===== src/rtl/timebase_pkg.sv =====
// Shared definitions for the alarm clock timebase.
// Mode encodings and the counter width helper.
package timebase_pkg;

    localparam logic [1:0] MODE_NORMAL = 2'd0;
    localparam logic [1:0] MODE_FAST   = 2'd1;
    localparam logic [1:0] MODE_STEP   = 2'd2;
    localparam logic [1:0] MODE_HOLD   = 2'd3;

    // Width of a counter holding 0..n-1; never narrower than one bit.
    function automatic int cnt_w(input int n);
        return (n <= 2) ? 1 : $clog2(n);
    endfunction

endpackage


===== src/rtl/mod_counter.sv =====
// Modulo-MOD counter with synchronous clear and count enable.
// Ports: clock, reset (async, high), clr, en -> count, wrap.
module mod_counter #(
    parameter int MOD = 4,
    parameter int W   = 2
) (
    input  logic         clock,
    input  logic         reset,
    input  logic         clr,
    input  logic         en,
    output logic [W-1:0] count,
    output logic         wrap
);

    logic [W-1:0] count_q;
    logic [W-1:0] count_d;

    assign wrap  = en && (count_q == W'(MOD - 1));
    assign count = count_q;

    always_comb begin
        count_d = count_q;
        if (clr) begin
            count_d = '0;
        end else if (en) begin
            count_d = wrap ? '0 : count_q + W'(1);
        end
    end

    always_ff @(posedge clock or posedge reset) begin
        if (reset) begin
            count_q <= '0;
        end else begin
            count_q <= count_d;
        end
    end

endmodule


===== src/rtl/alarm_timebase.sv =====
// Alarm clock timebase: second/minute/hour tick pulses and blink.
// Ports: clock, reset, reset_count, mode[1:0], step ->
//   one_second, one_minute, one_hour, blink, sec_count, min_count.
module alarm_timebase
    import timebase_pkg::*;
#(
    parameter int TICKS_PER_SEC = 256,
    parameter int SECS_PER_MIN  = 60,
    parameter int MINS_PER_HOUR = 60
) (
    input  logic                             clock,
    input  logic                             reset,
    input  logic                             reset_count,
    input  logic [1:0]                       mode,
    input  logic                             step,
    output logic                             one_second,
    output logic                             one_minute,
    output logic                             one_hour,
    output logic                             blink,
    output logic [cnt_w(SECS_PER_MIN)-1:0]   sec_count,
    output logic [cnt_w(MINS_PER_HOUR)-1:0]  min_count
);

    localparam int PRE_W = cnt_w(TICKS_PER_SEC);
    localparam int SEC_W = cnt_w(SECS_PER_MIN);
    localparam int MIN_W = cnt_w(MINS_PER_HOUR);

    logic             hold;
    logic             sec_tick;
    logic             raw_min;
    logic             min_tick;
    logic             min_wrap;
    logic             step_rise;
    logic [PRE_W-1:0] pre_count;

    logic step_q, step_d;
    logic one_second_q, one_second_d;
    logic one_minute_q, one_minute_d;
    logic one_hour_q, one_hour_d;
    logic blink_q, blink_d;

    assign hold      = (mode == MODE_HOLD);
    assign step_rise = step & ~step_q;

    mod_counter #(.MOD(TICKS_PER_SEC), .W(PRE_W)) u_pre (
        .clock (clock),
        .reset (reset),
        .clr   (reset_count),
        .en    (~hold),
        .count (pre_count),
        .wrap  (sec_tick)
    );

    mod_counter #(.MOD(SECS_PER_MIN), .W(SEC_W)) u_sec (
        .clock (clock),
        .reset (reset),
        .clr   (reset_count),
        .en    (sec_tick),
        .count (sec_count),
        .wrap  (raw_min)
    );

    mod_counter #(.MOD(MINS_PER_HOUR), .W(MIN_W)) u_min (
        .clock (clock),
        .reset (reset),
        .clr   (reset_count),
        .en    (min_tick),
        .count (min_count),
        .wrap  (min_wrap)
    );

    // Minute source; in STEP the natural minute rollover is discarded.
    always_comb begin
        min_tick = 1'b0;
        unique case (mode)
            MODE_NORMAL: min_tick = raw_min;
            MODE_FAST:   min_tick = sec_tick;
            MODE_STEP:   min_tick = step_rise;
            MODE_HOLD:   min_tick = 1'b0;
            default:     min_tick = 1'b0;
        endcase
    end

    always_comb begin
        // Edge detector keeps tracking step even while counters clear.
        step_d       = step;
        one_second_d = sec_tick;
        one_minute_d = min_tick;
        one_hour_d   = min_wrap;
        blink_d      = hold ? blink_q
                            : (pre_count >= PRE_W'(TICKS_PER_SEC / 2));
        if (reset_count) begin
            one_second_d = 1'b0;
            one_minute_d = 1'b0;
            one_hour_d   = 1'b0;
            blink_d      = 1'b0;
        end
    end

    always_ff @(posedge clock or posedge reset) begin
        if (reset) begin
            step_q       <= 1'b0;
            one_second_q <= 1'b0;
            one_minute_q <= 1'b0;
            one_hour_q   <= 1'b0;
            blink_q      <= 1'b0;
        end else begin
            step_q       <= step_d;
            one_second_q <= one_second_d;
            one_minute_q <= one_minute_d;
            one_hour_q   <= one_hour_d;
            blink_q      <= blink_d;
        end
    end

    assign one_second = one_second_q;
    assign one_minute = one_minute_q;
    assign one_hour   = one_hour_q;
    assign blink      = blink_q;

endmodule


===== config.mk =====
export PLATFORM = sky130hd
export DESIGN_NAME = alarm_timebase
export DESIGN_NICKNAME = d
export VERILOG_FILES = /design/src/rtl/timebase_pkg.sv /design/src/rtl/mod_counter.sv /design/src/rtl/alarm_timebase.sv
export SDC_FILE = /design/constraint.sdc
export NUM_CORES = 1
export LEC_CHECK = 0
export CAP_MARGIN = 0
export CORE_ASPECT_RATIO = 0.8
export CORE_UTILIZATION = 25
export DETAILED_ROUTE_END_ITERATION = 7
export PLACE_DENSITY = 0.45
export SLEW_MARGIN = 20
export SYNTH_ARGS = -nofsm -noshare
export SYNTH_HDL_FRONTEND = slang
export SYNTH_SLANG_ARGS = --single-unit
export TNS_END_PERCENT = 20

===== constraint.sdc =====
create_clock -name clock -period 3.2 [get_ports clock]
set_input_delay 0.64 -clock clock [delete_from_list [all_inputs] [get_ports clock]]
set_output_delay 0.64 -clock clock [all_outputs]
set_load 0.02 [all_outputs]

## Word-level counts from Yosys, hierarchy flattened

Cells that the tools add are included.

- Add/subtract/negate cells: 3
- Multiply operators: 0
- Divide/modulo/power cells: 0
- Order comparisons: 1
- Equality and inequality tests: 7
- Shifts and indexed selects: 0
- Multiplexer cells: 15
- Bitwise logic cells: 3
- Reductions and logical operators: 6

Operators by type and width:

| operator | count |
|---|---|
| $mux W6 | 6 |
| $mux W8 | 3 |
| $add A6 B1 Y6 const B | 2 |
| $eq A6 B6 Y1 const B | 2 |
| $add A8 B1 Y8 const B | 1 |
| $eq A8 B8 Y1 const B | 1 |
| $ge A8 B8 Y1 const B | 1 |
| $mux W1 | 5 |
| $eq A2 B2 Y1 const B | 2 |
| $pmux W1 S4 | 1 |
| $reduce_bool A2 Y1 | 2 |
| $logic_and A1 B1 Y1 | 3 |
| $eq A2 B1 Y1 const B | 1 |
| $logic_not A2 Y1 | 1 |
| $ne A2 B2 Y1 const B | 1 |
| $not A1 Y1 | 2 |
| $and A1 B1 Y1 | 1 |

- Register bits: 25
- Latch bits: 0
- RAM bits: 0
- ROM bits: 0
- Word-level logic and storage cells: 43
- Memories: 0

## Depth between registers and ports, before layout

Gate-level depths: netlist of the first run.

- Depth in word-level cells: 9
- Mapped depth: 6
- Depth with buffers taken out: 5

## Modules after synthesis

From an unflattened synthesis of the first run, not the netlist that was laid out.

- Cells, all modules: 136
- Area, all modules: 1347.5 um^2

Modules (own cells, without submodules):

| module | instances | cells an instance | area each (um^2) | sequential area each (um^2) |
|---|---|---|---|---|
| mod_counter (u_min ...) | 2 | 36 | 340.3 | 150.1 |
| mod_counter (u_pre) | 1 | 47 | 462.9 | 200.2 |
| alarm_timebase | 1 | 17 | 203.9 | 125.1 |

## Worst setup path before layout of the first run

OpenSTA, ideal clock, no wires.

- Path type: input to register
- Start point: in mode[0]
- End point: reg u_min.count_q[2], in the netlist u_min.count[2]
- Arrival: 1.630 ns
- Required time: 3.097 ns
- Setup slack: 1.466 ns
- Stages on the path: 4
- Path buffers: 0
- Path through: and4bb_4 -> a21oi_2 -> or2_2 -> o41ai_2

- Word-level cells in the longest chain between the ends: 9
- Elaborated cells between the ends (all ways): 13

Ends and longest elaborated chain:

| item | line | text |
|---|---|---|
| from (decl) | alarm_timebase.sv:14 | `input logic [1:0] mode,` |
| $eq A2 B2 Y1 | alarm_timebase.sv:42, alarm_timebase.sv:75 |  |
| $not A1 Y1 | alarm_timebase.sv:49 | `.en (~hold),` |
| $logic_and A1 B1 Y1 (2 in a row) | mod_counter.sv:18 | `assign wrap = en && (count_q == W'(MOD - 1));` |
| $pmux W1 S4 * | alarm_timebase.sv:75 | `unique case (mode)` |
| $logic_and A1 B1 Y1 | mod_counter.sv:18 |  |
| $mux W6 | mod_counter.sv:26 | `count_d = wrap ? '0 : count_q + W'(1);` |
| $mux W6 | mod_counter.sv:25 | `end else if (en) begin` |
| $mux W6 | mod_counter.sv:23 | `if (clr) begin` |
| to (signal assigned) | mod_counter.sv:34 | `count_q <= count_d;` |
| to (decl) | mod_counter.sv:15 | `logic [W-1:0] count_q;` |

Mark *: on every way between the ends. The rest lies on a longest branch, timed or not. The select of a mux whose other input is x is not followed.
A chain may end at the register's enable or synchronous reset.

## Final worst setup path of the first run

- Start point: in mode[0]
- End point: reg u_min.count_q[3], in the netlist u_min.count[3]

Same word-level chain as after synthesis.

==> metrics.cfg, run 1 <==
[timing]
final.setup.worst_slack_ns = 0.9573
worstMarginPinSlew_ns = 0.7218
fmax_mhz = 445.9
rsz0062_at_grt = false
setup_viol_count_final = 0
slew_headroom = 0.5173
finalHoldViolCount = 0
fin_tns_setup_ns = 0
whs_ns = 0.5452
period_needed_ns = 2.243
finalMaxSlewViolations = 0
clock_skew_ns = 0.007172
fin_crit_sh = 0.7008

[cells_and_area]
finalNetCount = 160
final_util = 0.3270
drive_gt1_frac = 0.1133
layout_commonest_cell = dfrtp_1
nFillCells = 506
finalNonFillerCells = 212
stdcell_area_sq_um = 1647
synthToLayoutAreaGrowth_pct = 25.57
layout_common_cells = 25 x dfrtp_1, 21 x clkdlybuf4s50_1, 10 x a21oi_1
diodes = 0

[drt]
vias = 1087
final_antenna_net_count = 0
routedWlPerCell_microns = 13.88
firstDrtPassIters = 6
initialDrtViolationCount = 30
wl_mm = 2.942
post-route-drc-count = 2
via_per_inst = 5.127

[clock_tree]
clk_pin_slew_ns = 0.09
cts-root-buf = clkbuf_8
cts_hold_buffers = 0
htreeDepth = 1
cts_resized = 0
worstSkewPairLatency_ns = 0.27
cts_max_path_buffers = 2
post_cts_buffers = 0
cts.sinks = 25
numCtsBuffers = 3
tritoncts = done

[synth]
synth_area_leaders = dfrtp_1 48%, a21oi_1 3.8%, nand3_1 3.4%
ys_warn_count = 0
ys_seq_elements = 25
syn_nets = 136
synth_top_area_share = 0.4771
synth_cells = 127
synth_cell_types = 39
synth_seq_area_share = 0.4771
syn_area_per_cell_sq_um = 10.32
syn_area_sq_um = 1311
yosysTopAreaCell = dfrtp_1

[status]
outcome = finished, violations left
violations = design-rule violations

[power_and_ir_drop]
leakagePower_nw = 0.6572
total_power_mw = 0.5701
vdd_drop_max_mv = 0.1324
powerDensity_nw_per_um2 = 346.2

[setup_path]
endpoint_kind = register
r2r_cells = 5
required_ns = 3.41
path_max_fanout = 10
path_class = primary input to register
start_kind = primary input
rrSetupSlack_ns = 1.39
cp_data_arrival_time_ns = 2.46

[placement]
post-dp-hpwl_mm = 2.089
finalWeightedCongestion = 0.7606
io_buffers = 21
place_area_sq_um = 1598
placedCellCount = 208
dp_slack_ns = 0.6555

[die]
dieArea_sq_um = 5540
chipWidth_microns = 82.97
fp-row-count = 23
die_h_microns = 66.78
core_area_sq_um = 5036
initial_core_util = 0.2604
io_pins = 22

[global_routing]
gr-usage-all-layers = 0.1142
grt_pass1_vias = 1017
grt_max_degree = 26
grt_overflow_total = 0
antenna_found_initial = 0
grt_pass1_wl_mm = 5.009

[run]
cap_violations = 0

[min_path]
hold_path.class = register to register
whs_path_depth = 1

[synth_stat cells]
cell type	n
o41ai_2	1
a211oi_1	1
or4b_1	1
or2_2	2
o21ai_0	7
a31oi_1	1
a211oi_2	1
a41oi_1	2
nand4_4	1
nor3b_1	1
nor2_1	5
clkbuf_1	3
xor2_1	5
buf_2	1
inv_1	4
nand2_1	8
and4b_1	1
dfrtp_1	25
o221a_2	1
o311ai_0	1
and3_1	4
o2111ai_1	2
and4bb_4	1
and4b_4	1
o211ai_1	2
or4_1	3
nor3_1	8
and4_1	1
nand3_1	9
o221a_1	1
and4_4	1
ha_1	3
nor2b_1	1
a21oi_2	1
a21oi_1	10
a21boi_2	1
nand3b_1	2
and2_1	2
xnor2_1	2
[registers in the layout, indices dropped and copies added (netlist names)]
signal	count
one_hour	1
one_second	1
one_minute	1
u_sec.count	6
blink	1
u_min.count	6
u_pre.count	8
step_q	1
[power breakdown]
group	total [mW]	switching (mW)	internal [mW]	leakage [nW]
Clock	0.196	0.108	0.0884	0.0217
Combinational	0.0472	0.0282	0.0190	0.291
Sequential	0.327	0.00550	0.321	0.344
[final timing paths]
| check | from | to |
|---|---|---|
| worst max-delay path | mode[0] | u_min.count[3] |
| worst min-delay path | u_sec.count[5] | u_sec.count[5] |
| worst max register to register | u_pre.count[0] | u_sec.count[5] |
| worst min register to register | u_sec.count[5] | u_sec.count[5] |
| max in group asynchronous | reset | u_min.count[2] |
| min in group asynchronous | reset | u_sec.count[0] |
[critical path, stage by stage]
cell and delay, ns:
clkdlybuf4s50_1 0.60, and4bb_4 0.25, a211oi_2 0.50, or2_2 0.27
o221a_2 0.19
[final cells by class]
cell class	count	area, sq um	share of cell area
clock buffer	3	41.29	0.02508
clock inverter	1	7.507	0.004559
inverter	4	15.01	0.009119
multi-input combinational	94	654.4	0.3974
sequential	25	625.6	0.3799
tap	62	77.57	0.04711
timing repair buffer	23	225.2	0.1368
[kinds of logic (layout without fill, tap and decap cells)]
logic type	Yosys count	count (layout)	synth area share
simple gates	52	52	0.2490
buf+inv	8	31	0.02385
xor+xnor	7	7	0.04676
fa+ha+maj	3	3	0.02863
flops	25	25	0.4771
compound gates	32	32	0.1746
[metal layers]
metal | GRT usage | wire length, microns
met1 | 0.1621 | 1515
met2 | 0.1680 | 1314
met3 | 0.03098 | 100
met4 | 0.03448 | 10
met5 | 0 | 0
No activity file was read; power rests on OpenSTA's default activity.
==> run 2: changes to the inputs <==
--- a/config.mk
+++ b/config.mk
@@ -9,7 +9,7 @@
 export CORE_ASPECT_RATIO = 0.8
 export CORE_UTILIZATION = 25
 export DETAILED_ROUTE_END_ITERATION = 7
-export PLACE_DENSITY = 0.45
+export PLACE_DENSITY = 0.46
 export SLEW_MARGIN = 20
 export SYNTH_ARGS = -nofsm -noshare
 export SYNTH_HDL_FRONTEND = slang
==> constraint.sdc (replaced) <==
create_clock -name clock -period 1.95 [get_ports clock]
set_input_delay 0.39 -clock clock [delete_from_list [all_inputs] [get_ports clock]]
set_output_delay 0.39 -clock clock [all_outputs]
set_load 0.02 [all_outputs]
==> metrics.cfg, run 2 (synthesized netlist as in run 1, its figures left out) <==
[status]
outcome = completed

[run]
cap_violations = 0  ; unchanged

[placement]
post-dp-hpwl_mm = 2.125  ; +1.8%
io_buffers = 21  ; unchanged
finalWeightedCongestion = 0.8228  ; +8.2%
placedCellCount = 216  ; +3.8%

[die]
core_area_sq_um = 5036  ; unchanged
io_pins = 22  ; unchanged
initial_core_util = 0.2604  ; unchanged
fp-row-count = 23  ; unchanged
die_h_microns = 66.78  ; unchanged
dieArea_sq_um = 5540  ; unchanged
chipWidth_microns = 82.97  ; unchanged

[power_and_ir_drop]
p_clk_frac = 0.326  ; -0.018
vdd_drop_max_mv = 0.3017  ; +130%
leakagePower_nw = 0.7054  ; +7.3%
powerDensity_nw_per_um2 = 537.6  ; +55%
total_power_mw = 0.9228  ; +62%
comb_power_share = 0.093  ; +0.010
power_switching_mw = 0.2147  ; +52%
seqPwrFrac = 0.581  ; +0.008
internal_power_mw = 0.7082  ; +65%
switching_share = 0.2326  ; -0.01520

[drt]
via_per_inst = 5.014  ; -2.2%
routedWlPerCell_microns = 13.28  ; -4.3%
wl_mm = 2.921  ; -0.71%
vias = 1103  ; +1.5%
firstDrtPassIters = 4  ; -2
post-route-drc-count = 0  ; -2
initialDrtViolationCount = 47  ; +57%
final_antenna_net_count = 0  ; unchanged

[timing]
setup_viol_count_final = 0  ; unchanged
fin_crit_sh = 0.9432
clock_skew_ns = 0.004911  ; -0.002261 ns
finalHoldViolCount = 0  ; unchanged
rsz0062_at_grt = false
worstMarginPinSlew_ns = 0.4935  ; -0.2283 ns
slew_headroom = 0.6704  ; +0.1531
finalMaxSlewViolations = 0  ; unchanged
fmax_mhz = 543.7
period_needed_ns = 1.839

[global_routing]
gr-usage-all-layers = 0.1152  ; +0.001009
grt_overflow_total = 0  ; unchanged
antenna_found_initial = 0  ; unchanged
grt_pass1_vias = 1072  ; +5.4%
grt_max_degree = 27  ; +3.8%
grt_pass1_wl_mm = 5.043  ; +0.68%

[cells_and_area]
largest_register_ffs = 8  ; unchanged
layout_commonest_cell = dfrtp_1
finalNonFillerCells = 220  ; +3.8%
diodes = 0  ; unchanged
finalNetCount = 168  ; +5.0%
synthToLayoutAreaGrowth_pct = 30.92
layout_common_cells = 25 x dfrtp_1, 21 x clkdlybuf4s50_1, 10 x a21oi_1
drive_gt1_frac = 0.1582  ; +0.04489

[clock_tree]
cts_max_path_buffers = 2  ; unchanged
clk_pin_slew_ns = 0.09  ; about the same
tritoncts = done
cts-root-buf = clkbuf_8
cts_resized = 0  ; unchanged
htreeDepth = 1  ; unchanged
post_cts_buffers = 0  ; unchanged
cts_hold_buffers = 0  ; unchanged
cts.sinks = 25  ; unchanged
worstSkewPairLatency_ns = 0.26  ; about the same
numCtsBuffers = 3  ; unchanged

[setup_path]
rrSetupSlack_ns = 0.23  ; -1.16 ns
endpoint_kind = register
cp_data_arrival_time_ns = 2.00  ; -0.46 ns
crit_path_start = mode[1]
start_kind = primary input
required_ns = 2.11  ; -1.30 ns
path_class = primary input to register
path_max_fanout = 10  ; unchanged
r2r_start = u_min.count[0]

[min_path]
hold_path.class = primary input to async pin

run 2: cell count changes in the layout (fill, tap and decap cells not counted), sizes merged:
| cell | change |
|---|---|
| clkinv | +1 |
| clkinvlp | -1 |
| buf | +8 |
run 2: cell type report:
type                    instances  area [sq um]
fillers                       520          3319
multi-input cells              94         654.4
flip-flops and latches         25         625.6
repair buffers                 31         297.8
well taps                      62         77.57
clock buffers                   3         41.29
inverters                       4         15.01
clock inverters                 1         5.005
run 2: through the flow:
step	instance area (sq um)	setup slack (ns)	setup TNS, ns	hold WS (ns)	utilization
finish	1717	0.1108	0	0.4809	0.3409
global route	1717	0.04394	0	0.5092	0.3409
CTS	1717	0.1254	0	0.4832	0.3409
detailed placement	1670	-0.1593	-1.277	0.5272	0.3317
global placement	1670	-0.1144	-0.9534	0.5159	0.3317
floorplan	1311	0.2660	0	0.4173	-
run 2: path summary, 6_finish.rpt:
check                                 end  cells after the start
setup / recovery           u_min.count[2]                      5
hold / removal             u_min.count[0]                      3
setup reg to reg           u_min.count[1]                      5
hold reg to reg            u_sec.count[5]                      1
max in group asynchronous  u_sec.count[5]                      3
min in group clock         u_sec.count[5]                      1
run 2: per-layer routing:
| layer | global-route usage | share of wire | vias up |
|---|---|---|---|
| met5 | 0 | 0 | - |
| met3 | 0.03098 | 0.040 | 2 |
| met1 | 0.1491 | 0.50 | 536 |
| met2 | 0.1906 | 0.45 | 24 |
| li1 | - | - | 541 |
| met4 | 0.03233 | 0.0092 | 0 |
run 2: power groups by stage:
stage / sequential [mW] / combinational [mW] / clock [mW]
final: 0.536 / 0.0857 / 0.301
after global routing: 0.538 / 0.0962 / 0.341
after CTS: 0.536 / 0.0878 / 0.324
after detailed placement: 0.547 / 0.0873 / 0
after global placement: 0.546 / 0.0867 / 0
after floorplan: 0.548 / 0.0430 / 0
run 2: critical path: stages:
cell,delay [ns]
clkdlybuf4s50_1,0.55
and4bb_4,0.27
a211oi_2,0.08
or2_2,0.37
o41ai_2,0.33
==> run 3: changes to the inputs <==
--- a/config.mk
+++ b/config.mk
@@ -6,10 +6,12 @@
 export NUM_CORES = 1
 export LEC_CHECK = 0
 export CAP_MARGIN = 0
+export CELL_PAD_IN_SITES_DETAIL_PLACEMENT = 0
+export CELL_PAD_IN_SITES_GLOBAL_PLACEMENT = 1
 export CORE_ASPECT_RATIO = 0.8
 export CORE_UTILIZATION = 25
 export DETAILED_ROUTE_END_ITERATION = 7
-export PLACE_DENSITY = 0.46
+export PLACE_DENSITY = 0.56
 export SLEW_MARGIN = 20
 export SYNTH_ARGS = -nofsm -noshare
 export SYNTH_HDL_FRONTEND = slang
==> metrics.cfg, run 3 (synthesized netlist as in run 1, its figures left out) <==
[status]
outcome = completed

[clock_tree]
cts_resized = 0  ; unchanged
clk_pin_slew_ns = 0.09  ; about the same
numCtsBuffers = 3  ; unchanged
worstSkewPairLatency_ns = 0.27  ; about the same
cts_hold_buffers = 0  ; unchanged
cts-root-buf = clkbuf_8
htreeDepth = 1  ; unchanged
post_cts_buffers = 0  ; unchanged
tritoncts = done
cts.sinks = 25  ; unchanged
cts_max_path_buffers = 2  ; unchanged

[timing]
fmax_mhz = 551.2  ; +1.4%
fin_crit_sh = 0.9303  ; -0.01282
period_needed_ns = 1.814  ; -0.02499 ns
slew_headroom = 0.7262  ; +0.05585
worstMarginPinSlew_ns = 0.4055  ; -0.08801 ns
rsz0062_at_grt = false
final.setup.worst_slack_ns = 0.1358  ; +0.02500 ns
clock_skew_ns = 0.007378  ; +0.002467 ns
whs_ns = 0.4735  ; -0.007351 ns
setup_viol_count_final = 0  ; unchanged
finalMaxSlewViolations = 0  ; unchanged
finalHoldViolCount = 0  ; unchanged

[setup_path]
path_max_fanout = 9  ; -1
start_kind = primary input
crit_path_start = mode[1]
rrSetupSlack_ns = 0.20  ; -0.03 ns
cp_data_arrival_time_ns = 1.98  ; -0.02 ns
required_ns = 2.12  ; about the same
r2r_cells = 6  ; +1
slowest_stage = clkdlybuf4s50_1
rr_endpoint = u_min.count[3]
max_stage_delay_ns = 0.52  ; -0.03 ns
r2r_start = u_pre.count[0]
path_class = primary input to register
endpoint_kind = register
worstPathCellList = clkdlybuf4s50_1, and4bb_4, a21oi_2, or2_2, o41ai_2

[cells_and_area]
drive_gt1_frac = 0.1582  ; unchanged
largest_register_ffs = 8  ; unchanged
layout_common_cells = 25 x dfrtp_1, 21 x clkdlybuf4s50_1, 10 x a21oi_1
finalNetCount = 168  ; unchanged
layout_commonest_cell = dfrtp_1
seq_area_sq_um = 625.6  ; unchanged
multiInputGateArea_sq_um = 661.9  ; +1.1%
synthToLayoutAreaGrowth_pct = 31.49
nFillCells = 493  ; -5.2%
diodes = 0  ; unchanged

[die]
die_h_microns = 66.78  ; unchanged
chipWidth_microns = 82.97  ; unchanged
fp-row-count = 23  ; unchanged
dieArea_sq_um = 5540  ; unchanged
initial_core_util = 0.2604  ; unchanged
core_area_sq_um = 5036  ; unchanged
io_pins = 22  ; unchanged

[placement]
io_buffers = 21  ; unchanged
finalWeightedCongestion = 0.8434  ; +2.5%
dp_slack_ns = -0.1705  ; -0.01121 ns
post-dp-hpwl_mm = 2.212  ; +4.1%

[global_routing]
grt_pass1_vias = 1098  ; +2.4%
top_usage_layer = met2
grt_overflow_total = 0  ; unchanged
grt_pass1_wl_mm = 5.319  ; +5.5%
gr-usage-all-layers = 0.1199  ; +0.004729
met2_usage = 0.2049  ; +0.01434
met3_usage = 0.03098  ; unchanged
grt_max_degree = 27  ; unchanged
use_met1 = 0.1537  ; +0.004647
antenna_found_initial = 0  ; unchanged

[power_and_ir_drop]
total_power_mw = 0.9403  ; +1.9%
powerDensity_nw_per_um2 = 545.4  ; +1.5%
leakagePower_nw = 0.7055  ; about the same
vdd_drop_max_mv = 0.2852  ; -5.5%

[drt]
wl_mm = 3.156  ; +8.0%
firstDrtPassIters = 6  ; +2
vias = 1123  ; +1.8%
initialDrtViolationCount = 48  ; +2.1%
post-route-drc-count = 0  ; unchanged
final_antenna_net_count = 0  ; unchanged
via_per_inst = 5.105  ; +1.8%
routedWlPerCell_microns = 14.35  ; +8.0%

[run]
cap_violations = 0  ; unchanged

[min_path]
hold_path.class = primary input to async pin

## run 3: cell counts in the layout (fill, tap and decap cells not counted)
Identical to the previous run, type by type.
## run 3: layout make-up
class	instances	share of cell area
clock buffers	3	0.02395
clock inverters	1	0.002903
inverters	4	0.008708
multi-input cells	94	0.3839
flip-flops and latches	25	0.3628
well taps	62	0.04499
repair buffers	31	0.1727
## run 3: worst max-delay path by stage
stage                     endpoint  slack [ns]
floorplan           u_min.count[1]        0.27
CTS                 u_min.count[3]        0.12
detailed placement  u_min.count[3]       -0.17
global route        u_min.count[2]        0.04
finish              u_min.count[2]        0.14
global placement    u_min.count[5]        -0.1
## run 3: layer usage
metal / wire length [microns] / vias up
met1: 1562 / 552
li1: - / 541
met5: 0 / -
met3: 113 / 2
met4: 19 / 0
met2: 1460 / 28
## run 3: where the power goes
| group | internal, mW | switching [mW] |
|---|---|---|
| logic | 0.0400 | 0.0485 |
| registers | 0.527 | 0.0100 |
| clock network | 0.143 | 0.171 |
| total | 0.710 | 0.230 |
## run 3: critical path, delay by kind of cell
family                 cells  cell delay [ns]
buffers and inverters      1             0.52
AND/OR/NAND/NOR            2             0.66
AO/OA/AOI/OAI              2             0.41
## run 3: metrics by stage
stage / cell area, sq um / TNS, ns / utilization / cells
2_1_floorplan: 1311 / 0 / - / 127
3_3_place_gp: 1670 / -0.7208 / 0.3317 / 216
3_5_place_dp: 1670 / -1.274 / 0.3317 / 216
4_1_cts: 1717 / 0 / 0.3409 / 220
5_1_grt: 1724 / 0 / 0.3424 / 220
6_report: 1724 / 0 / 0.3424 / 220
